### config.mk
export PLATFORM = sky130hd
export DESIGN_NAME = ps2_note_encoder_flat
export DESIGN_NICKNAME = d
export VERILOG_FILES = /design/src/rtl/ps2_note_encoder_if.sv /design/src/rtl/ps2_note_encoder.sv /design/src/flat_wrapper.sv
export SDC_FILE = /design/constraint.sdc
export NUM_CORES = 1
export LEC_CHECK = 0
export BUFFER_PORTS_ARGS = -buffer_cell sky130_fd_sc_hd__buf_2
export CAP_MARGIN = 40
export CORE_MARGIN = 1.5
export CORE_UTILIZATION = 35
export CTS_CLUSTER_DIAMETER = 120
export DETAILED_ROUTE_END_ITERATION = 12
export GPL_TIMING_DRIVEN = 0
export HOLD_SLACK_MARGIN = 0.12
export SYNTH_ARGS = -nofsm -noshare
export SYNTH_HDL_FRONTEND = slang
export SYNTH_SLANG_ARGS = --single-unit
export TNS_END_PERCENT = 50
### constraint.sdc
create_clock -name clk -period 2.6 [get_ports clk]
set_input_delay 0.26 -clock clk [delete_from_list [all_inputs] [get_ports clk]]
set_output_delay 0.26 -clock clk [all_outputs]
set_load 0.1 [all_outputs]
### src/rtl/ps2_note_encoder_if.sv
// Byte-in / note-out bundle for the PS/2 note encoder.
// The master drives scan bytes and the slave returns registered note events.
interface ps2_note_encoder_if;
    logic       byte_valid;
    logic [7:0] byte_in;
    logic       note_in;
    logic [3:0] note;
    logic [2:0] octave;
    logic       note_held;

    modport master (
        output byte_valid, byte_in,
        input  note_in, note, octave, note_held
    );

    modport slave (
        input  byte_valid, byte_in,
        output note_in, note, octave, note_held
    );
endinterface

### src/rtl/ps2_note_encoder.sv
// Decodes PS/2 set-2 make/break sequences into a monophonic note stream.
// Uses last-note priority, typematic suppression and a saturating octave selector.
module ps2_note_encoder #(
    parameter logic [2:0] DEFAULT_OCTAVE = 3'd4
) (
    input  logic              clk,
    input  logic              reset,
    ps2_note_encoder_if.slave bus
);

    typedef enum logic [1:0] {
        S_IDLE     = 2'd0,
        S_GOT_F0   = 2'd1,
        S_GOT_E0   = 2'd2,
        S_GOT_E0F0 = 2'd3
    } state_t;

    localparam logic [7:0] K_BREAK = 8'hF0;
    localparam logic [7:0] K_EXT   = 8'hE0;
    localparam logic [7:0] K_HI_C  = 8'h42;
    localparam logic [7:0] K_OCT_D = 8'h1A;
    localparam logic [7:0] K_OCT_U = 8'h22;

    // Returns {hit, note index} for the twelve base keys.
    function automatic logic [4:0] key_map(input logic [7:0] code);
        logic [4:0] m;
        m = 5'd0;
        case (code)
            8'h1C: m = {1'b1, 4'd0};
            8'h1D: m = {1'b1, 4'd1};
            8'h1B: m = {1'b1, 4'd2};
            8'h24: m = {1'b1, 4'd3};
            8'h23: m = {1'b1, 4'd4};
            8'h2B: m = {1'b1, 4'd5};
            8'h2C: m = {1'b1, 4'd6};
            8'h34: m = {1'b1, 4'd7};
            8'h35: m = {1'b1, 4'd8};
            8'h33: m = {1'b1, 4'd9};
            8'h3C: m = {1'b1, 4'd10};
            8'h3B: m = {1'b1, 4'd11};
            default: m = 5'd0;
        endcase
        return m;
    endfunction

    state_t     r_state;
    state_t     w_state_next;
    logic       r_vld_p0;
    logic [7:0] r_byte_p0;
    logic       w_make;
    logic       w_break;

    logic       r_note_in;
    logic [3:0] r_note;
    logic [2:0] r_octave;
    logic       r_note_held;
    logic [7:0] r_held_code;
    logic [2:0] r_cur_oct;

    logic [4:0] w_map;
    logic       w_is_hi;
    logic       w_note_hit;
    logic [2:0] w_note_oct;
    logic       w_trigger;
    logic       w_release;

    // Stage p0: capture the incoming byte.
    always_ff @(posedge clk or posedge reset) begin
        if (reset) begin
            r_vld_p0  <= 1'b0;
            r_byte_p0 <= 8'h00;
        end else begin
            r_vld_p0  <= bus.byte_valid;
            r_byte_p0 <= bus.byte_in;
        end
    end

    always_ff @(posedge clk or posedge reset) begin
        if (reset) r_state <= S_IDLE;
        else       r_state <= w_state_next;
    end

    always_comb begin
        w_state_next = r_state;
        if (r_vld_p0) begin
            case (r_state)
                S_IDLE: begin
                    if (r_byte_p0 == K_BREAK)    w_state_next = S_GOT_F0;
                    else if (r_byte_p0 == K_EXT) w_state_next = S_GOT_E0;
                end
                S_GOT_F0:   w_state_next = S_IDLE;
                S_GOT_E0:   w_state_next = (r_byte_p0 == K_BREAK) ? S_GOT_E0F0 : S_IDLE;
                S_GOT_E0F0: w_state_next = S_IDLE;
                default:    w_state_next = S_IDLE;
            endcase
        end
    end

    always_comb begin
        w_make  = 1'b0;
        w_break = 1'b0;
        if (r_vld_p0) begin
            w_make  = (r_state == S_IDLE) && (r_byte_p0 != K_BREAK) && (r_byte_p0 != K_EXT);
            w_break = (r_state == S_GOT_F0);
        end
    end

    // Key 42 is the high C; it is dropped when no octave remains above cur_oct.
    always_comb begin
        w_map      = key_map(r_byte_p0);
        w_is_hi    = (r_byte_p0 == K_HI_C);
        w_note_hit = w_map[4] || (w_is_hi && (r_cur_oct != 3'd7));
        w_note_oct = w_is_hi ? (r_cur_oct + 3'd1) : r_cur_oct;
        w_trigger  = w_make && w_note_hit && (!r_note_held || (r_byte_p0 != r_held_code));
        w_release  = w_break && r_note_held && (r_byte_p0 == r_held_code);
    end

    // Stage p1: registered note outputs and octave selector.
    always_ff @(posedge clk or posedge reset) begin
        if (reset) begin
            r_note_in   <= 1'b0;
            r_note      <= 4'd0;
            r_octave    <= DEFAULT_OCTAVE;
            r_note_held <= 1'b0;
            r_held_code <= 8'h00;
            r_cur_oct   <= DEFAULT_OCTAVE;
        end else begin
            r_note_in <= w_trigger;
            if (w_trigger) begin
                r_note      <= w_map[3:0];
                r_octave    <= w_note_oct;
                r_held_code <= r_byte_p0;
                r_note_held <= 1'b1;
            end else if (w_release) begin
                r_note_held <= 1'b0;
            end
            if (w_make && (r_byte_p0 == K_OCT_D) && (r_cur_oct != 3'd0))
                r_cur_oct <= r_cur_oct - 3'd1;
            else if (w_make && (r_byte_p0 == K_OCT_U) && (r_cur_oct != 3'd7))
                r_cur_oct <= r_cur_oct + 3'd1;
        end
    end

    assign bus.note_in   = r_note_in;
    assign bus.note      = r_note;
    assign bus.octave    = r_octave;
    assign bus.note_held = r_note_held;

endmodule

### src/flat_wrapper.sv
// flat-port wrapper written by rule: the top's interface ports become plain ports
module ps2_note_encoder_flat 
#(
    parameter logic [2:0] DEFAULT_OCTAVE = 3'd4
)
  (clk, reset, bus_byte_valid, bus_byte_in, bus_note_in, bus_note, bus_octave, bus_note_held);
  ps2_note_encoder_if bus_i ();
  input  logic clk;
  input  logic reset;
  input wire logic [$bits(bus_i.byte_valid)-1:0] bus_byte_valid;
  input wire logic [$bits(bus_i.byte_in)-1:0] bus_byte_in;
  output wire logic [$bits(bus_i.note_in)-1:0] bus_note_in;
  output wire logic [$bits(bus_i.note)-1:0] bus_note;
  output wire logic [$bits(bus_i.octave)-1:0] bus_octave;
  output wire logic [$bits(bus_i.note_held)-1:0] bus_note_held;
  assign bus_i.byte_valid = bus_byte_valid;
  assign bus_i.byte_in = bus_byte_in;
  assign bus_note_in = bus_i.note_in;
  assign bus_note = bus_i.note;
  assign bus_octave = bus_i.octave;
  assign bus_note_held = bus_i.note_held;
  ps2_note_encoder #(.DEFAULT_OCTAVE(DEFAULT_OCTAVE)) u_core (.clk(clk), .reset(reset), .bus(bus_i));
endmodule
==> Yosys cells after proc, flatten, opt, wreduce, memory -nomap -nowiden <==
Index checks and enable logic that the tools add are counted.
{ "classes": {"reduce_logical": 20, "n_eq_ne": 26, "mux": 12, "n_addsub": 2} }
{ "ops": {"columns": ["operator", "n"], "rows": [
  ["== test 8 x 6 -> 1 bit, second input constant", 10],
  ["case mux 5 bit (12 select lines)", 1],
  ["== test 8 x 5 -> 1 bit, second input constant", 4],
  ["== test 8 bit, second input constant", 2],
  ["inequality test 8 bit, second input constant", 2],
  ["logical AND 1 bit", 11],
  ["2-to-1 mux 3 bit", 3],
  ["== test 8 x 7 -> 1 bit, second input constant", 1],
  ["== test 8 bit", 1],
  ["inequality test 8 bit", 1],
  ["2-to-1 mux 2 bit", 3],
  ["case mux 2 bit (3 select lines)", 1],
  ["== test 2 bit, second input constant", 2],
  ["2-to-1 mux 1 bit", 4],
  ["nonzero test 2 bit", 2],
  ["adder 3 x 1 -> 3 bit, second input constant", 1],
  ["inequality test 3 x 1 -> 1 bit, second input constant", 1],
  ["inequality test 3 bit, second input constant", 1],
  ["nonzero test 3 bit", 1],
  ["subtractor 3 x 1 -> 3 bit, second input constant", 1],
  ["== test 2 x 1 -> 1 bit, second input constant", 1],
  ["zero test 2 bit", 1],
  ["logical OR 1 bit", 2],
  ["AND reduction 2 bit", 1],
  ["other kinds (2)", 2]
]} }
{ "totals": {"in_bits": 11, "register_bits": 31, "output_inout_bits": 9, "wordCells": 69} }

==> Logic depth before layout (Yosys ltp) <==
{ "depth": {"ltp_word": 8, "ltp_mapped": 8, "ltp_nobuf": 8} }

==> Worst setup path after synthesis <==
Ideal clock, no wire load.
{ "synth_timing": {"path_kind": "reg2reg", "from": "register u_core.r_byte_p0[0]", "to": "register u_core.r_note[0], in the netlist u_core.bus.note[0]", "setup_ps": 126, "t_arrival_ps": 2426, "synth_period_minus_slack_ps": 2552, "stages_incl_launch_ff": 9, "required_ps": 2474, "slack_ps": 48, "path_buffers": 3, "cell_sequence": "dfrtp_1 or4b_4 or4_1 buf_2 o22ai_2 o211a_1 buf_6 buf_12 mux2_4"} }
{ "synth_via": {"elab_chain_len": 6, "elab_cells_between_ends": 25, "cone_classes": "16 x eq/ne; 2 x mux; 7 x reduce/logical"} }
{ "synth_lines": {"columns": ["item", "line_no", "text"], "rows": [
  ["start, declared", "ps2_note_encoder.sv:49", "logic [7:0] r_byte_p0;"],
  ["start signal, assigned", "ps2_note_encoder.sv:74", "r_byte_p0 <= bus.byte_in;"],
  ["parallel branches: the longest is 5 deep, another holds case mux 5 bit (12 select lines)", null, null],
  ["logical AND 1 bit *", "ps2_note_encoder.sv:114", "w_trigger = w_make && w_note_hit && (!r_note_held || (r_byte_p0 != r_held_code));"],
  ["named net u_core.w_trigger", "ps2_note_encoder.sv:64", "logic w_trigger;"],
  ["end signal, assigned", "ps2_note_encoder.sv:130", "r_note <= w_map[3:0];"],
  ["end, declared", "ps2_note_encoder.sv:54", "logic [3:0] r_note;"]
]} }
Mark *: on every way through the listed nets, which the timed path passes.
A chain may end at the register's enable or synchronous reset.

==> Worst setup path in the final report <==
{ "layout_timing": {"from": "register u_core.r_byte_p0[0]", "to": "register u_core.r_held_code[1]"} }
{ "layout_via": {"elab_chain_len": 6, "elab_cells_between_ends": 25, "cone_classes": "16 x eq/ne; 2 x mux; 7 x reduce/logical"} }
{ "layout_lines": {"columns": ["item", "line_no", "text"], "rows": [
  ["parallel branches: the longest is 5 deep, another holds case mux 5 bit (12 select lines)", null, null],
  ["logical AND 1 bit *", "ps2_note_encoder.sv:114", null],
  ["end signal, assigned", "ps2_note_encoder.sv:132", "r_held_code <= r_byte_p0;"],
  ["end, declared", "ps2_note_encoder.sv:57", "logic [7:0] r_held_code;"]
]} }
Mark *: on every way between the ends.

==> results.sh <==
export IMPL_synth_seq_cells=31
export IMPL_synth_flop_cell="dfrtp_1"
export IMPL_grt_max_degree=20
export IMPL_antenna_found_initial=0
export IMPL_seq_area_frac_synth_pct=48.33
export IMPL_gp_congestion=0.7998
export IMPL_power_switching_mw=0.4607
export IMPL_area_growth_syn_to_layout_pct=30.54
export IMPL_combPwrFrac_pct=28.8
export IMPL_final_antenna_net_count=0
export IMPL_post_route_min_period_ps=2503
export IMPL_max_slew_margin_pct=61.05
export IMPL_wl_mm=3.346
export IMPL_fmax_ghz=0.3994
export IMPL_ys_types=42
export IMPL_grt_pass1_vias=1212
export IMPL_wl_met3_um=131
export IMPL_arrival_ps=2680
export IMPL_cts_buffers=5
export IMPL_io_buffers=19
export IMPL_die_w_um=70.83
export IMPL_dr_pass1_iters=4
export IMPL_finish_net_count=199
export IMPL_wl_per_cell_um=14.12
export IMPL_wl_met1_mm=1.563
export IMPL_yosys_warnings=0
export IMPL_max_cap_violations=0
export IMPL_core_um2=4384
export IMPL_layout_drive_gt1_share_pct=34.05
export IMPL_synth_edf_count=0
export IMPL_tightest_slew_ps=583.6
export IMPL_h_tree_depth=2
export IMPL_die_h_um=70.83
export IMPL_hold_path_depth=1
export IMPL_syn_inst=138
export IMPL_n_antenna_cell=0
export IMPL_clockBufferDepth=2
export IMPL_leakage_nw=0.9610
export IMPL_synthArstFlopShare_pct=100.0
export IMPL_hpwl_mm=2.277
export IMPL_placedCellCount=210
export IMPL_p_clk_share_pct=26.5
export IMPL_yosys_area_top_type="dfrtp_1"
export IMPL_crit_path_max_fanout=5
export IMPL_peakVddDrop_mv=0.3405
export IMPL_drv_slew=0
export IMPL_timing_final_crit_share_pct=96.29
export IMPL_finalSetupTns_ps=0
export IMPL_track_usage_pct=14.70
export IMPL_top_layer="met4"
export IMPL_syn_nets=153
export IMPL_place_ws_ps=-156.2
export IMPL_synth_area_leaders="dfrtp_1, mux2_4, mux2_2"
export IMPL_finalSetupViolCount=0
export IMPL_drt_iter0_markers=37
export IMPL_grt_pass1_wl_mm=5.727
export IMPL_hold_class="reg2reg"
export IMPL_clock_sinks=31
export IMPL_die_area_um2=5017
export IMPL_clockRootBuffer="clkbuf_8"
export IMPL_power_density_nw_per_um2=647.1
export IMPL_overflow=0
export IMPL_p_int_mw=0.8995
export IMPL_initial_core_util_pct=36.73
export IMPL_routed_via_density=5.076
export IMPL_vias=1203
export IMPL_drc=0
export IMPL_io_pins=20
export IMPL_swShare_pct=33.87
export IMPL_clock_skew_ps=4.235
export IMPL_criticalPathCategory="reg2reg"
export IMPL_cp_cell_sequence="or4b_4, or4_4, o22ai_4, o211a_1, buf_6, bufbuf_16, mux2_4"
export IMPL_clkTransAtPathRegs_ps=60
export IMPL_fin_ws_ps=96.54
export IMPL_netlist_area_leader_share_pct=45.07
export IMPL_startpoint_type="flop"
export IMPL_required_ps=2770
export IMPL_outcome="finished clean"
export IMPL_cpPeakStageDelay_ps=530
export IMPL_clock_latency_ps=280
export IMPL_stdcell_count=237
export IMPL_nFillCells=397
export IMPL_reg2reg_depth=7
export IMPL_rows=24
export IMPL_cts_tree="yes"
export IMPL_rsz0062_at_grt="no"
export IMPL_endpoint_kind="flop"
export IMPL_hold_violations=0
export IMPL_seqPwrFrac_pct=44.8
export IMPL_wl_met2_mm=1.559
export IMPL_crit_path_top_delay_cell="or4b_4"
export IMPL_syn_area_per_cell_um2=11.67
export IMPL_netlist_area_um2=1610
-- cells in the final DEF, fill, tap and decap left out, types with 2 or more instances in the layout --
cell type and count:
dfrtp_1 26, buf_2 20, dlygate4sd3_1 10, mux2_2 9, xor2_1 8, buf_4 8, nand2_1 7, mux2_4 7
inv_1 6, nor3b_1 5, nor2_1 5, o21ai_0 5, clkbuf_8 5, clkbuf_1 4, nor2b_1 4, a21oi_1 4
xnor2_1 4, ha_1 4, nor3_1 3, nand2b_1 3, nand4_1 3, dfrtp_2 3, nand3b_1 2, nand3_1 2
nor4_1 2, buf_12 2, dfstp_2 2
-- cell usage after synthesis (all sizes together), types with 2 or more instances --
cell    count
a21oi       4
buf         5
clkbuf      2
dfrtp      29
dfstp       2
ha          4
inv         6
mux2       16
nand2       7
nand2b      3
nand3       2
nand3b      2
nand4       3
nor2        5
nor2b       4
nor3        3
nor3b       5
nor4        2
o21ai       5
o22ai       2
xnor2       4
xor2        8
-- through the flow --
| step | instance area, um2 | total power [mW] | hold WS, ps | util (%) |
|---|---|---|---|---|
| after floorplan | 1610 | 0.9082 | 291.4 | - |
| after global placement | 1770 | 0.9670 | 367.5 | 40.38 |
| after detailed placement | 1798 | 0.9844 | 350.4 | 41.01 |
| after CTS | 2105 | 1.373 | 508.7 | 48.00 |
| after global routing | 2102 | 1.438 | 520.4 | 47.95 |
| final | 2102 | 1.360 | 506.5 | 47.95 |
-- flip-flops by register name (all words and copies together), names as in the netlist --
signal / cells
u_core.bus.note: 4
u_core.bus.note_held: 1
u_core.bus.note_in: 1
u_core.bus.octave: 3
u_core.r_byte_p0: 8
u_core.r_cur_oct: 3
u_core.r_held_code: 8
u_core.r_state: 2
u_core.r_vld_p0: 1
-- area by class of cell --
cell class,instances,area (um2),area share [%]
sequential,31,782.0,37.20
tap,52,65.06,3.095
timing repair buffer,40,335.3,15.95
inverter,6,22.52,1.071
clock buffer,7,76.32,3.631
multi-input combinational,94,768.2,36.55
buffer,6,47.55,2.262
clock inverter,1,5.005,0.2381
-- kinds of logic after synthesis --
group / after synthesis / share of synthesized area, %
AOI/OAI and AO/OA: 19 / 8.392
xor gates and xnor gates: 12 / 6.527
adders and majority gates: 4 / 3.108
buffers and inverters: 13 / 4.662
DFF: 31 / 48.33
muxes: 17 / 13.44
and+or+nand+nor: 42 / 15.54
-- worst max-delay path: cells and delay by family, from the launching register on --
kind | cells | cell delay, ps
AO/OA/AOI/OAI | 2 | 340
AND/OR/NAND/NOR | 2 | 990
buffers and inverters | 2 | 370
multiplexers | 1 | 280
flip-flops | 1 | 400
-- power groups by stage --
stage | Clock, mW | Combinational, mW | Sequential, mW
2_1_floorplan | 0 | 0.185 | 0.723
3_3_place_gp | 0 | 0.353 | 0.614
3_5_place_dp | 0 | 0.365 | 0.619
4_1_cts | 0.370 | 0.394 | 0.609
5_1_grt | 0.391 | 0.429 | 0.618
6_report | 0.360 | 0.391 | 0.609
-- metal layers --
layer  vias up  GRT usage (%)
met5         -              0
met4         0          6.289
met3        13          4.131
met2        28          22.43
met1       577          19.67
li1        585              -
-- timing repair --
action,in CTS,in global routing
gates resized for setup,5,2
cloned,1,0
endpoints found under the hold margin,19,0
setup buffers,9,0
pin swaps,3,2
setup endpoints to repair,14,8
hold buffers,10,0
-- worst paths after layout --
kind	start	to	slack [ps]
max	u_core.r_byte_p0[0]	u_core.r_held_code[1]	100
min reg2reg	u_core.bus.note[3]	u_core.bus.note[3]	510
min in group asynchronous	reset	u_core.bus.note[0]	570
max reg2reg	u_core.r_byte_p0[0]	u_core.r_held_code[1]	100
min	u_core.bus.note[3]	u_core.bus.note[3]	510
max in group asynchronous	reset	u_core.r_byte_p0[6]	1530
No activity file was read; power rests on OpenSTA's default activity.
